### src/rtl/region_stream_reader.sv
// Region stream reader: issues credit-limited reads into a region memory and
// streams the returned words through a first-word-fall-through output FIFO.

module region_stream_reader_chk (
  input  logic clk,
  input  logic reset,
  input  logic push,
  input  logic pop,
  input  logic full
);

  // A push into a full FIFO without a simultaneous pop would drop a word.
  a_no_overflow: assert property (@(posedge clk) disable iff (!reset) !(push && full && !pop))
    else $fatal(1, "region_stream_reader: rvalid push into full output buffer");

endmodule

module region_stream_reader #(
  parameter int WIDTH      = 8,
  parameter int LOG2_DEPTH = 5,
  parameter int OUT_DEPTH  = 4
) (
  input  logic                  clk,
  input  logic                  reset,
  input  logic                  start,
  input  logic [LOG2_DEPTH-1:0] start_addr,
  input  logic [LOG2_DEPTH:0]   length,
  input  logic [1:0]            mode,
  output logic                  busy,
  output logic                  done,
  output logic                  re,
  output logic [LOG2_DEPTH-1:0] raddr,
  output logic [1:0]            rfifobram,
  input  logic                  empty,
  input  logic                  rvalid,
  input  logic [WIDTH-1:0]      rdata,
  output logic                  out_valid,
  output logic [WIDTH-1:0]      out_data,
  output logic                  out_last,
  input  logic                  out_ready
);

  localparam int PW = (OUT_DEPTH > 1) ? $clog2(OUT_DEPTH) : 1;
  localparam int CW = PW + 1;
  localparam int LW = LOG2_DEPTH + 1;

  typedef enum logic [1:0] {
    IDLE  = 2'd0,
    ISSUE = 2'd1,
    DRAIN = 2'd2
  } state_t;

  state_t                state_r;
  logic [LOG2_DEPTH-1:0] start_addr_r;
  logic [LW-1:0]         length_r;
  logic [LW-1:0]         issued_r;
  logic [LW-1:0]         returned_r;
  logic [1:0]            mode_r;
  logic                  done_zero_r;
  logic [CW-1:0]         inflight_r;
  logic [CW-1:0]         occ_r;
  logic [PW-1:0]         wr_ptr_r;
  logic [PW-1:0]         rd_ptr_r;
  logic [WIDTH-1:0]      data_mem_r [OUT_DEPTH];
  logic [OUT_DEPTH-1:0]  last_mem_r;

  logic [CW-1:0]         credits_s;
  logic                  push_s;
  logic                  pop_s;
  logic                  re_s;
  logic                  head_last_s;
  logic                  push_last_s;
  logic                  full_s;

  // Handshakes, credit accounting and the read-enable decision.
  always_comb begin
    credits_s   = CW'(OUT_DEPTH) - inflight_r - occ_r;
    push_s      = rvalid && (inflight_r != CW'(0));
    pop_s       = (occ_r != CW'(0)) && out_ready;
    full_s      = (occ_r == CW'(OUT_DEPTH));
    head_last_s = last_mem_r[rd_ptr_r];
    push_last_s = (returned_r == (length_r - LW'(1)));
    if ((state_r == ISSUE) && (issued_r < length_r) && (credits_s != CW'(0)) &&
        ((mode_r == 2'd0) || !empty)) begin
      re_s = 1'b1;
    end else begin
      re_s = 1'b0;
    end
  end

  assign re        = re_s;
  assign busy      = (state_r != IDLE);
  assign raddr     = (mode_r == 2'd0) ? (start_addr_r + issued_r[LOG2_DEPTH-1:0]) : start_addr_r;
  assign rfifobram = mode_r;
  assign out_valid = (occ_r != CW'(0));
  assign out_data  = data_mem_r[rd_ptr_r];
  assign out_last  = out_valid && head_last_s;
  // Completion fires in the very cycle the tagged last word leaves the FIFO.
  assign done      = done_zero_r || ((state_r == DRAIN) && pop_s && head_last_s);

  // Command FSM: latch the command, count issued and returned reads.
  always_ff @(posedge clk or negedge reset) begin
    if (!reset) begin
      state_r      <= IDLE;
      start_addr_r <= {LOG2_DEPTH{1'b0}};
      length_r     <= LW'(0);
      issued_r     <= LW'(0);
      returned_r   <= LW'(0);
      mode_r       <= 2'd0;
      done_zero_r  <= 1'b0;
    end else begin
      done_zero_r <= 1'b0;
      if (push_s) begin
        returned_r <= returned_r + LW'(1);
      end else begin
        returned_r <= returned_r;
      end
      case (state_r)
        IDLE: begin
          if (start && (length != LW'(0))) begin
            start_addr_r <= start_addr;
            length_r     <= length;
            mode_r       <= mode;
            issued_r     <= LW'(0);
            returned_r   <= LW'(0);
            state_r      <= ISSUE;
          end else if (start) begin
            done_zero_r <= 1'b1;
          end else begin
            state_r <= IDLE;
          end
        end
        ISSUE: begin
          if (re_s) begin
            issued_r <= issued_r + LW'(1);
            if ((issued_r + LW'(1)) == length_r) begin
              state_r <= DRAIN;
            end else begin
              state_r <= ISSUE;
            end
          end else begin
            state_r <= ISSUE;
          end
        end
        DRAIN: begin
          if (pop_s && head_last_s) begin
            state_r <= IDLE;
          end else begin
            state_r <= DRAIN;
          end
        end
        default: state_r <= IDLE;
      endcase
    end
  end

  // Inflight reads, FIFO occupancy, pointers and last-word tags.
  always_ff @(posedge clk or negedge reset) begin
    if (!reset) begin
      inflight_r <= CW'(0);
      occ_r      <= CW'(0);
      wr_ptr_r   <= PW'(0);
      rd_ptr_r   <= PW'(0);
      last_mem_r <= {OUT_DEPTH{1'b0}};
    end else begin
      case ({re_s, push_s})
        2'b10:   inflight_r <= inflight_r + CW'(1);
        2'b01:   inflight_r <= inflight_r - CW'(1);
        default: inflight_r <= inflight_r;
      endcase
      case ({push_s, pop_s})
        2'b10:   occ_r <= occ_r + CW'(1);
        2'b01:   occ_r <= occ_r - CW'(1);
        default: occ_r <= occ_r;
      endcase
      if (push_s) begin
        wr_ptr_r             <= wr_ptr_r + PW'(1);
        last_mem_r[wr_ptr_r] <= push_last_s;
      end else begin
        wr_ptr_r <= wr_ptr_r;
      end
      if (pop_s) begin
        rd_ptr_r <= rd_ptr_r + PW'(1);
      end else begin
        rd_ptr_r <= rd_ptr_r;
      end
    end
  end

  // Data storage needs no reset; out_valid masks stale entries.
  always_ff @(posedge clk) begin
    if (push_s) begin
      data_mem_r[wr_ptr_r] <= rdata;
    end else begin
      data_mem_r[wr_ptr_r] <= data_mem_r[wr_ptr_r];
    end
  end

  region_stream_reader_chk u_chk (
    .clk   (clk),
    .reset (reset),
    .push  (push_s),
    .pop   (pop_s),
    .full  (full_s)
  );

endmodule
### config.mk
export PLATFORM = sky130hd
export DESIGN_NAME = region_stream_reader
export DESIGN_NICKNAME = d
export VERILOG_FILES = /design/src/rtl/region_stream_reader.sv
export SDC_FILE = /design/constraint.sdc
export NUM_CORES = 1
export LEC_CHECK = 0
export CORE_ASPECT_RATIO = 0.7
export CORE_MARGIN = 2
export CORE_UTILIZATION = 43
export CTS_CLUSTER_DIAMETER = 120
export DETAILED_ROUTE_END_ITERATION = 8
export DONT_BUFFER_PORTS = 1
export GPL_ROUTABILITY_DRIVEN = 1
export PLACE_DENSITY = 0.7
export REMOVE_ABC_BUFFERS = 1
export SYNTH_ARGS = -nofsm -noshare
export SYNTH_HDL_FRONTEND = slang
export SYNTH_HIERARCHICAL = 1
export SYNTH_SLANG_ARGS = --single-unit
### constraint.sdc
create_clock -name clk -period 2.8 [get_ports clk]
set_clock_uncertainty 0.2 [all_clocks]
set_input_delay 0.56 -clock clk [delete_from_list [all_inputs] [get_ports clk]]
set_output_delay 0.56 -clock clk [all_outputs]
set_load 0.01 [all_outputs]
==> Yosys cells after proc, flatten, opt, wreduce, memory -nomap -nowiden <==
Memories as Yosys holds them, arrays and structs flattened.
Index checks and enable logic that the tools add are counted.
{ "totals": {"regBits": 42, "ram_bits": 32, "input_bits": 27, "elab_cells": 97, "mem_count": 1} }
{ "mem_list": {"columns": ["memory", "words", "width", "read_ports", "rd_ports_with_merged_regs", "write_ports", "line_no", "text"], "rows": [
  ["data_mem_r", 4, 8, 1, 0, 1, "64", "logic [WIDTH-1:0] data_mem_r [OUT_DEPTH];"]
]} }
{ "classes": {"n_addsub": 12, "order_cmp": 4, "eq_ne": 12, "n_mux": 28, "bitwise": 1, "reduce_logical": 27} }
{ "op_table": {"columns": ["operator", "n"], "rows": [
  ["$mux W6", 5],
  ["$add A6 B1 Y6 const B", 2],
  ["$eq A6 B6 Y1", 2],
  ["$pmux W3 S2", 2],
  ["$pmux W6 S2", 1],
  ["$logic_and A1 B1 Y1", 11],
  ["$mux W2", 5],
  ["$mux W1", 9],
  ["$reduce_bool A3 Y1", 3],
  ["$mux W8", 1],
  ["$reduce_bool A2 Y1", 4],
  ["$add A3 B1 Y3 const B", 2],
  ["$eq A2 B1 Y1 const B", 3],
  ["$eq A2 B2 Y1 const B", 3],
  ["$lt A2 B3 Y1 const B", 2],
  ["$lt A6 B6 Y1", 1],
  ["$pmux W2 S3", 1],
  ["$reduce_bool A6 Y1", 1],
  ["$sub A3 B1 Y3 const B", 2],
  ["$sub A6 B1 Y6 const B", 1],
  ["$add A5 B5 Y5", 1],
  ["$mux W5", 1],
  ["$add A2 B1 Y2 const B", 2],
  ["$bwmux W4", 1],
  ["14 further kinds", 18]
]} }

==> Depth between registers and ports, before layout <==
Gate-level depths: netlist (run 1).
{ "logic_depth": {"ltp_word": 8, "depth_mapped": 12} }

==> Least setup slack after synthesis (run 1) <==
Ideal clock, no wire load.
{ "synth_timing": {"path_type": "register to register", "start": "register inflight_r[1]", "end": "register inflight_r[2]", "setup_ps": 79, "arrival_time_ps": 2580, "required_ps": 2521, "setup_slack_ps": -59, "stages_incl_launch_ff": 13, "synth_period_minus_slack_ps": 2859, "path_cell_list": "dfrtp_1 > ha_1 > inv_1 > ha_1 > xnor2_1 > xnor2_1 > o311ai_4 > ha_1 > inv_1 > fa_1 > xor2_1 > nor2_1 > xor2_1"} }
{ "synth_via": {"elab_chain_cells": 8} }
{ "synth_rtl": {"columns": ["item", "line_no", "text"], "rows": [
  ["from (decl)", "60", "logic [CW-1:0] inflight_r;"],
  ["from (signal assigned)", "167", "2'b10: inflight_r <= inflight_r + CW'(1);"],
  ["from (signal assigned)", "168", "2'b01: inflight_r <= inflight_r - CW'(1);"],
  ["from (signal assigned)", "169", "default: inflight_r <= inflight_r;"],
  ["$sub A3 B3 Y3 (2 in series)", "77", "credits_s = CW'(OUT_DEPTH) - inflight_r - occ_r;"],
  ["$reduce_bool A3 Y1", "83", "if ((state_r == ISSUE) && (issued_r < length_r) && (credits_s != CW'(0)) &&"],
  ["$logic_and A1 B1 Y1 (2 in series)", "83", null],
  ["$mux W1", "83", null],
  ["$eq A2 B1 Y1 / $eq A2 B2 Y1 (equally long branches)", "166", "case ({re_s, push_s})"],
  ["$pmux W3 S2 / $reduce_bool A2 Y1 (equally long branches)", null, null]
]} }
Parallel ways exist; a longest one is shown, timed or not.
A chain may end at the register's enable or synchronous reset.

==> Final worst setup path (run 1) <==
{ "layout_timing": {"start": "register occ_r[1]", "end": "register inflight_r[2]"} }
{ "layout_via": {"elab_chain_cells": 7} }
{ "layout_rtl": {"columns": ["item", "line_no", "text"], "rows": [
  ["from (decl)", "61", "logic [CW-1:0] occ_r;"],
  ["from (signal assigned)", "172", "2'b10: occ_r <= occ_r + CW'(1);"],
  ["from (signal assigned)", "173", "2'b01: occ_r <= occ_r - CW'(1);"],
  ["from (signal assigned)", "174", "default: occ_r <= occ_r;"],
  ["$sub A3 B3 Y3 (*)", "77", null],
  ["$reduce_bool A3 Y1 (*)", "83", null],
  ["$logic_and A1 B1 Y1 (*) (2 in series)", "83", null],
  ["$mux W1 (*)", "83", null],
  ["$eq A2 B1 Y1 / $eq A2 B2 Y1 (equally long branches)", "166", null],
  ["$pmux W3 S2 / $reduce_bool A2 Y1 (equally long branches)", null, null]
]} }
Every way passes the cells marked *; elsewhere a longest branch is shown, timed or not.

==> results of run 1 <==
## how the worst min path moves through the flow
stage | startpoint | end | slack [ns] | cells past startpoint
after global routing | rdata[7] | data_mem_r[1][7]$_DFFE_PP_ | 0.10 | 0
after detailed placement | reset | inflight_r[2]$_DFFE_PN0P_ | 0.07 | 0
after CTS | rdata[2] | data_mem_r[3][2]$_DFFE_PP_ | 0.11 | 0
after floorplan | reset | done_zero_r$_DFF_PN0_ | 0.06 | 0
final | rdata[7] | data_mem_r[1][7]$_DFFE_PP_ | 0.12 | 0
after global placement | reset | inflight_r[0]$_DFFE_PN0P_ | 0.07 | 0
## power groups by stage
stage	Clock (W)	Combinational (W)	Sequential, W
floorplan	0	0.00198	0.00182
global placement	0	0.00249	0.00185
detailed placement	0	0.00256	0.00187
CTS	0.00104	0.00261	0.00186
global route	0.00110	0.00302	0.00191
finish	0.00102	0.00269	0.00185
## sequential cells by signal, summed over array words and instances (netlist names)
register / cells
data_mem_r: 32
done_zero_r: 1
inflight_r: 3
issued_r: 6
last_mem_r: 4
length_r: 6
occ_r: 3
rd_ptr_r: 2
returned_r: 6
rfifobram: 2
start_addr_r: 5
state_r: 2
wr_ptr_r: 2
## cell families after synthesis
| family | after synthesis |
|---|---|
| mux | 26 |
| xor+xnor | 33 |
| buf+inv | 32 |
| fa+ha+maj | 25 |
| flops | 74 |
| simple gates | 71 |
| compound gates | 38 |
## metal layers
metal	track usage, %	vias up
met3	5.47	8
met5	0	-
met2	21.4	42
met1	24.5	1091
li1	-	1093
met4	5.03	0
## metrics by stage
step                utilization [%]  hold slack, ns  setup slack (ns)
floorplan                         -          0.0644           -0.0589
global placement               47.1          0.0655            0.0878
detailed placement             47.1          0.0658           0.00401
CTS                            50.6           0.114           -0.0532
global route                   51.2           0.104            -0.152
finish                         51.2           0.124           -0.0127
## layout by cell type (no fill, tap or decap), types with 4 or more instances in the layout
cell type,synthesis,routed
nor2b_1,5,5
nand3_1,5,5
o22a_1,5,5
dfrtp_1,42,40
nor2_1,13,13
nand2_1,20,20
clkinv_2,0,4
o21ai_0,16,16
xnor2_1,18,17
a21oi_1,5,5
xor2_1,15,15
mux2_2,14,14
buf_4,1,15
and2_1,6,6
inv_1,23,22
clkbuf_16,0,9
ha_1,22,19
mux4_2,9,9
edfxtp_1,32,32
## repair_timing
action,4_1_cts,5_1_grt
gates resized for setup,2,7
hold buffers,2,0
endpoints found under the setup margin,3,3
pin swaps,0,1
buffers inserted,0,4
endpoints found under the hold margin,42,0
## layout make-up
cell class / count / area (um^2)
Inverter: 24 / 92.6
Sequential cell: 74 / 2010
Clock inverter: 6 / 35.0
Fill cell: 755 / 4170
Clock buffer: 10 / 229
Tap cell: 120 / 150
Multi-Input combinational cell: 193 / 1700
Timing Repair Buffer: 18 / 154
==> impl_metrics.json, run 1 <==
{
  "power_density_nw_per_um2": 1270,
  "cp_cell_sequence": "ha_1 > inv_1 > ha_2 > xnor2_1 > xnor2_1 > o311ai_4 > ha_2 > inv_1 > fa_1 > xor2_1 > nor2_1 > xor2_1",
  "clk_pin_slew_worst_paths_ns": 0.06,
  "clk_path_buf_depth": 2,
  "synth-compound-area-share_pct": 7.36,
  "yosysTopAreaCellShare_pct": 27.5,
  "cp.buffers_inverters": 2,
  "grt_pass1_wl_um": 11700,
  "dp_cells": 423,
  "cts_tree": "built",
  "ys_types": 46,
  "cap_viol_max_count": 0,
  "tightestPinTransition_ns": 0.579,
  "combPwrFrac_pct": 48.3,
  "finalNonFillerCells": 445,
  "synth_most_common_cell": "dfrtp_1",
  "rsz0062_at_grt": "yes",
  "synthTopCellsByArea": "dfrtp_1 (27%), edfxtp_1 (25%), ha_1 (7.2%)",
  "grt_max_degree": 43,
  "p_sw_w": 0.00213,
  "drive_above_1_share_pct": 22.2,
  "wl_met1_um": 3530,
  "synth_edf_count": 32,
  "synth_ff_type": "dfrtp_1",
  "ant_nets": 0,
  "antenna_found_initial": 0,
  "remaining_drc_errors": 0,
  "cp-start-kind": "flip-flop",
  "numPortBuffers": 0,
  "timing.final.ws_setup_ns": -0.0127,
  "place_area_um2": 4030,
  "power_frac_seq_pct": 33.3,
  "grt_pass1_vias": 2305,
  "arrival_ns": 2.86,
  "fin_crit_ns": 2.81,
  "hold_path.class": "primary input to flip-flop",
  "syn_area_um2": 3820,
  "muxShareOfSynthArea_pct": 10.2,
  "vias": 2234,
  "setup_tns_ns": -0.0127,
  "die_area_um2": 9670,
  "crit_slowest_cell": "dfrtp_1",
  "fmax_ghz": 0.356,
  "die_w_um": 117,
  "cts_buffers": 9,
  "die_y_um": 82.9,
  "insertion_delay_ns": 0.33,
  "synth-simple-area-share_pct": 10.1,
  "synthCells": 299,
  "required_ns": 2.85,
  "viasPerCell": 5.02,
  "p_leak_nw": 1.80,
  "p_int_w": 0.00343,
  "top_layer": "met4",
  "criticalPathCategory": "flip-flop to flip-flop",
  "post-dp-hpwl_um": 5200,
  "critPathCaptureType": "flip-flop",
  "routedWlPerCell_um": 15.8,
  "async_flop_share_pct": 56.8,
  "critPathTopFamily": "adder cells",
  "wl_met3_um": 401,
  "grt_usage_pct": 16.1,
  "cp_max_fo": 2,
  "startpoint": "occ_r[1]$_DFFE_PN0P_",
  "peakVddDrop_uv": 410,
  "yosys_warnings": 6,
  "ys_seq_area_share_pct": 52.6,
  "h-tree-depth": 3,
  "yosys.area.top_type": "dfrtp_1",
  "fin_crit_sh_pct": 100,
  "core_um2": 8550,
  "cp_num_cells": 12,
  "worstReg2RegEnd": "inflight_r[2]$_DFFE_PN0P_",
  "hold_viol_final": 0,
  "drt_pre_antenna_iters": 4,
  "nets": 372,
  "rr_worst_depth": 12,
  "overflow": 0,
  "r2r-start": "occ_r[1]$_DFFE_PN0P_",
  "yosys_register_bits": 74,
  "slew_headroom_pct": 61.1,
  "antenna_cells": 0,
  "io_pins": 47,
  "synth_xor_area_share_pct": 7.56,
  "initial_utilization_pct": 44.7,
  "cpPeakStageDelay_ns": 0.38,
  "synth_common_cells": "dfrtp_1 (42), edfxtp_1 (32), inv_1 (23), ha_1 (22), nand2_1 (20)",
  "setup_viol": 1,
  "failed_checks": "setup timing",
  "gp_congestion": 0.795,
  "total_power_w": 0.00556,
  "p_sw_share_pct": 38.3,
  "area_growth_pct": 14.4,
  "wirelength_um": 7040,
  "status": "finished, violations left",
  "syn_area_per_cell_um2": 12.8,
  "met2_wirelength_um": 3010,
  "clkPwrFrac_pct": 18.3,
  "r2r_slack_ns": -0.01,
  "drt_iter0_markers": 61,
  "cts-root-buf": "clkbuf_16",
  "synth_top_family_by_area": "multiplexers",
  "clkSinkCount": 74,
  "critPathCapture": "inflight_r[2]$_DFFE_PN0P_",
  "final_area_um2": 4370,
  "drv_slew": 0,
  "synth_fa_ha_area_share_pct": 8.77,
  "row_count": 28
}
No activity file was read; power rests on OpenSTA's default activity.
==> run 2: changes to the inputs <==
RECOVER_POWER = 25   (was default)
==> run 2 against run 1 <==
Against the previous run: the run still ends with setup timing left; cell area is 0.34% lower; sequential power about the same; first-iteration DRC count is the same; clock power is essentially flat; via count did not move; fmax about the same; combinational power barely moved; sequential share of layout area increased by 0.16 points; count of clock-buffer cells in the layout unchanged; global-route usage is the same; critical path type unchanged.
==> impl_metrics.json, run 2 (same netlist as run 1, synthesis figures left out) <==
{
  "required_ns": 2.85,
  "grt_usage_pct": 16.1,
  "clk_path_buf_depth": 2,
  "clkSinkCount": 74,
  "r2r_slack_ns": -0.01,
  "peakVddDrop_uv": 410,
  "antenna_found_initial": 0,
  "antenna_cells": 0,
  "numPortBuffers": 0,
  "crit_slowest_cell": "dfrtp_1",
  "cap_viol_max_count": 0,
  "cpPeakStageDelay_ns": 0.38,
  "nets": 372,
  "largest_register_ff_count": 32,
  "arrival_ns": 2.86,
  "fmax_ghz": 0.356,
  "row_count": 28,
  "insertion_delay_ns": 0.33,
  "rsz0062_at_grt": "yes",
  "grt_pass1_vias": 2305,
  "core_um2": 8550,
  "final_cell_mix": "dfrtp_1 (40), edfxtp_1 (32), inv_1 (22), nand2_1 (20), ha_1 (19)",
  "timing.final.ws_setup_ns": -0.0124,
  "area_growth_pct": 14.0,
  "hold_viol_final": 0,
  "gp_congestion": 0.795,
  "tightestPinTransition_ns": 1.04,
  "cts_buffers": 9,
  "io_pins": 47,
  "die_area_um2": 9670,
  "routedWlPerCell_um": 15.8,
  "cp-start-kind": "flip-flop",
  "fin_crit_sh_pct": 100,
  "cts_tree": "built",
  "fin_crit_ns": 2.81,
  "p_leak_nw": 1.79,
  "clk_pin_slew_worst_paths_ns": 0.06,
  "critPathCaptureType": "flip-flop",
  "status": "finished, violations left",
  "drive_above_1_share_pct": 22.2,
  "cts-root-buf": "clkbuf_16",
  "total_power_w": 0.00555,
  "vias": 2234,
  "overflow": 0,
  "grt_max_degree": 43,
  "failed_checks": "setup timing",
  "hold_path.class": "primary input to flip-flop",
  "drt_iter0_markers": 61,
  "remaining_drc_errors": 0,
  "cp_cell_sequence": "ha_1 > inv_1 > ha_2 > xnor2_1 > xnor2_1 > o311ai_4 > ha_2 > inv_1 > fa_1 > xor2_1 > nor2_1 > xor2_1",
  "setup_viol": 1,
  "drv_slew": 0,
  "criticalPathCategory": "flip-flop to flip-flop",
  "viasPerCell": 5.02,
  "die_w_um": 117,
  "power_density_nw_per_um2": 1270,
  "h-tree-depth": 3,
  "grt_pass1_wl_um": 11700,
  "post-dp-hpwl_um": 5200,
  "initial_utilization_pct": 44.7,
  "fin_util_pct": 51.0,
  "largest_register": "data_mem_r",
  "cp_max_fo": 2,
  "ant_nets": 0,
  "layout_commonest_cell": "dfrtp_1",
  "drt_pre_antenna_iters": 4,
  "slew_headroom_pct": 30.5,
  "wirelength_um": 7050,
  "die_y_um": 82.9
}
-- run 2: path summary, 6_finish.rpt --
kind,cells past startpoint,startpoint,end
max,12,occ_r[1]$_DFFE_PN0P_,inflight_r[2]$_DFFE_PN0P_
min,0,rdata[7],data_mem_r[1][7]$_DFFE_PP_
max reg2reg,12,occ_r[1]$_DFFE_PN0P_,inflight_r[2]$_DFFE_PN0P_
min reg2reg,1,inflight_r[0]$_DFFE_PN0P_,inflight_r[0]$_DFFE_PN0P_
max in group asynchronous,2,reset,issued_r[1]$_DFFE_PN0P_
min in group asynchronous,2,reset,start_addr_r[4]$_DFFE_PN0P_
-- run 2: cell type report --
type | count | area (um^2)
clock inverters | 6 | 35.0
repair buffers | 18 | 139
inverters | 24 | 92.6
fillers | 757 | 4190
multi-input cells | 193 | 1700
clock buffers | 10 | 229
well taps | 120 | 150
flip-flops and latches | 74 | 2010
-- run 2: report_power, final --
group | leakage, nW | switching, W | total (W) | internal [W]
registers | 0.813 | 0.000328 | 0.00185 | 0.00152
clock network | 0.128 | 0.000426 | 0.00102 | 0.000592
logic | 0.852 | 0.00137 | 0.00268 | 0.00131
-- run 2: repair_timing --
action	in CTS	in global routing
setup endpoints to repair	3	3
endpoints found under the hold margin	42	0
pin swaps	0	1
gates resized for setup	2	7
setup buffers	0	4
hold buffers	2	0
-- run 2: metal layers --
metal | vias up | GRT usage, % | part of all wire [%]
met5 | - | 0 | 0
met4 | 0 | 5.03 | 1.5
met3 | 8 | 5.47 | 5.7
met2 | 42 | 21.4 | 43
met1 | 1091 | 24.5 | 50
li1 | 1093 | - | -
-- run 2: stage by stage --
step	setup TNS (ns)	cell area, um^2	worst slack [ns]	hold WS [ns]	cells
6_report	-0.0124	4360	-0.0124	0.124	445
5_1_grt	-0.307	4360	-0.152	0.104	445
4_1_cts	-0.139	4330	-0.0532	0.114	441
3_5_place_dp	0	4030	0.00401	0.0658	423
3_3_place_gp	0	4030	0.0878	0.0655	423
2_1_floorplan	-0.0589	3790	-0.0589	0.0644	291
-- run 2: critical path, delay by kind of cell, from the launching register on --
family / cells / cell delay (ns)
fa+ha+maj: 4 / 1.06
buf+inv: 2 / 0.09
flops: 1 / 0.38
simple gates: 1 / 0.12
xor+xnor: 4 / 0.60
compound gates: 1 / 0.27
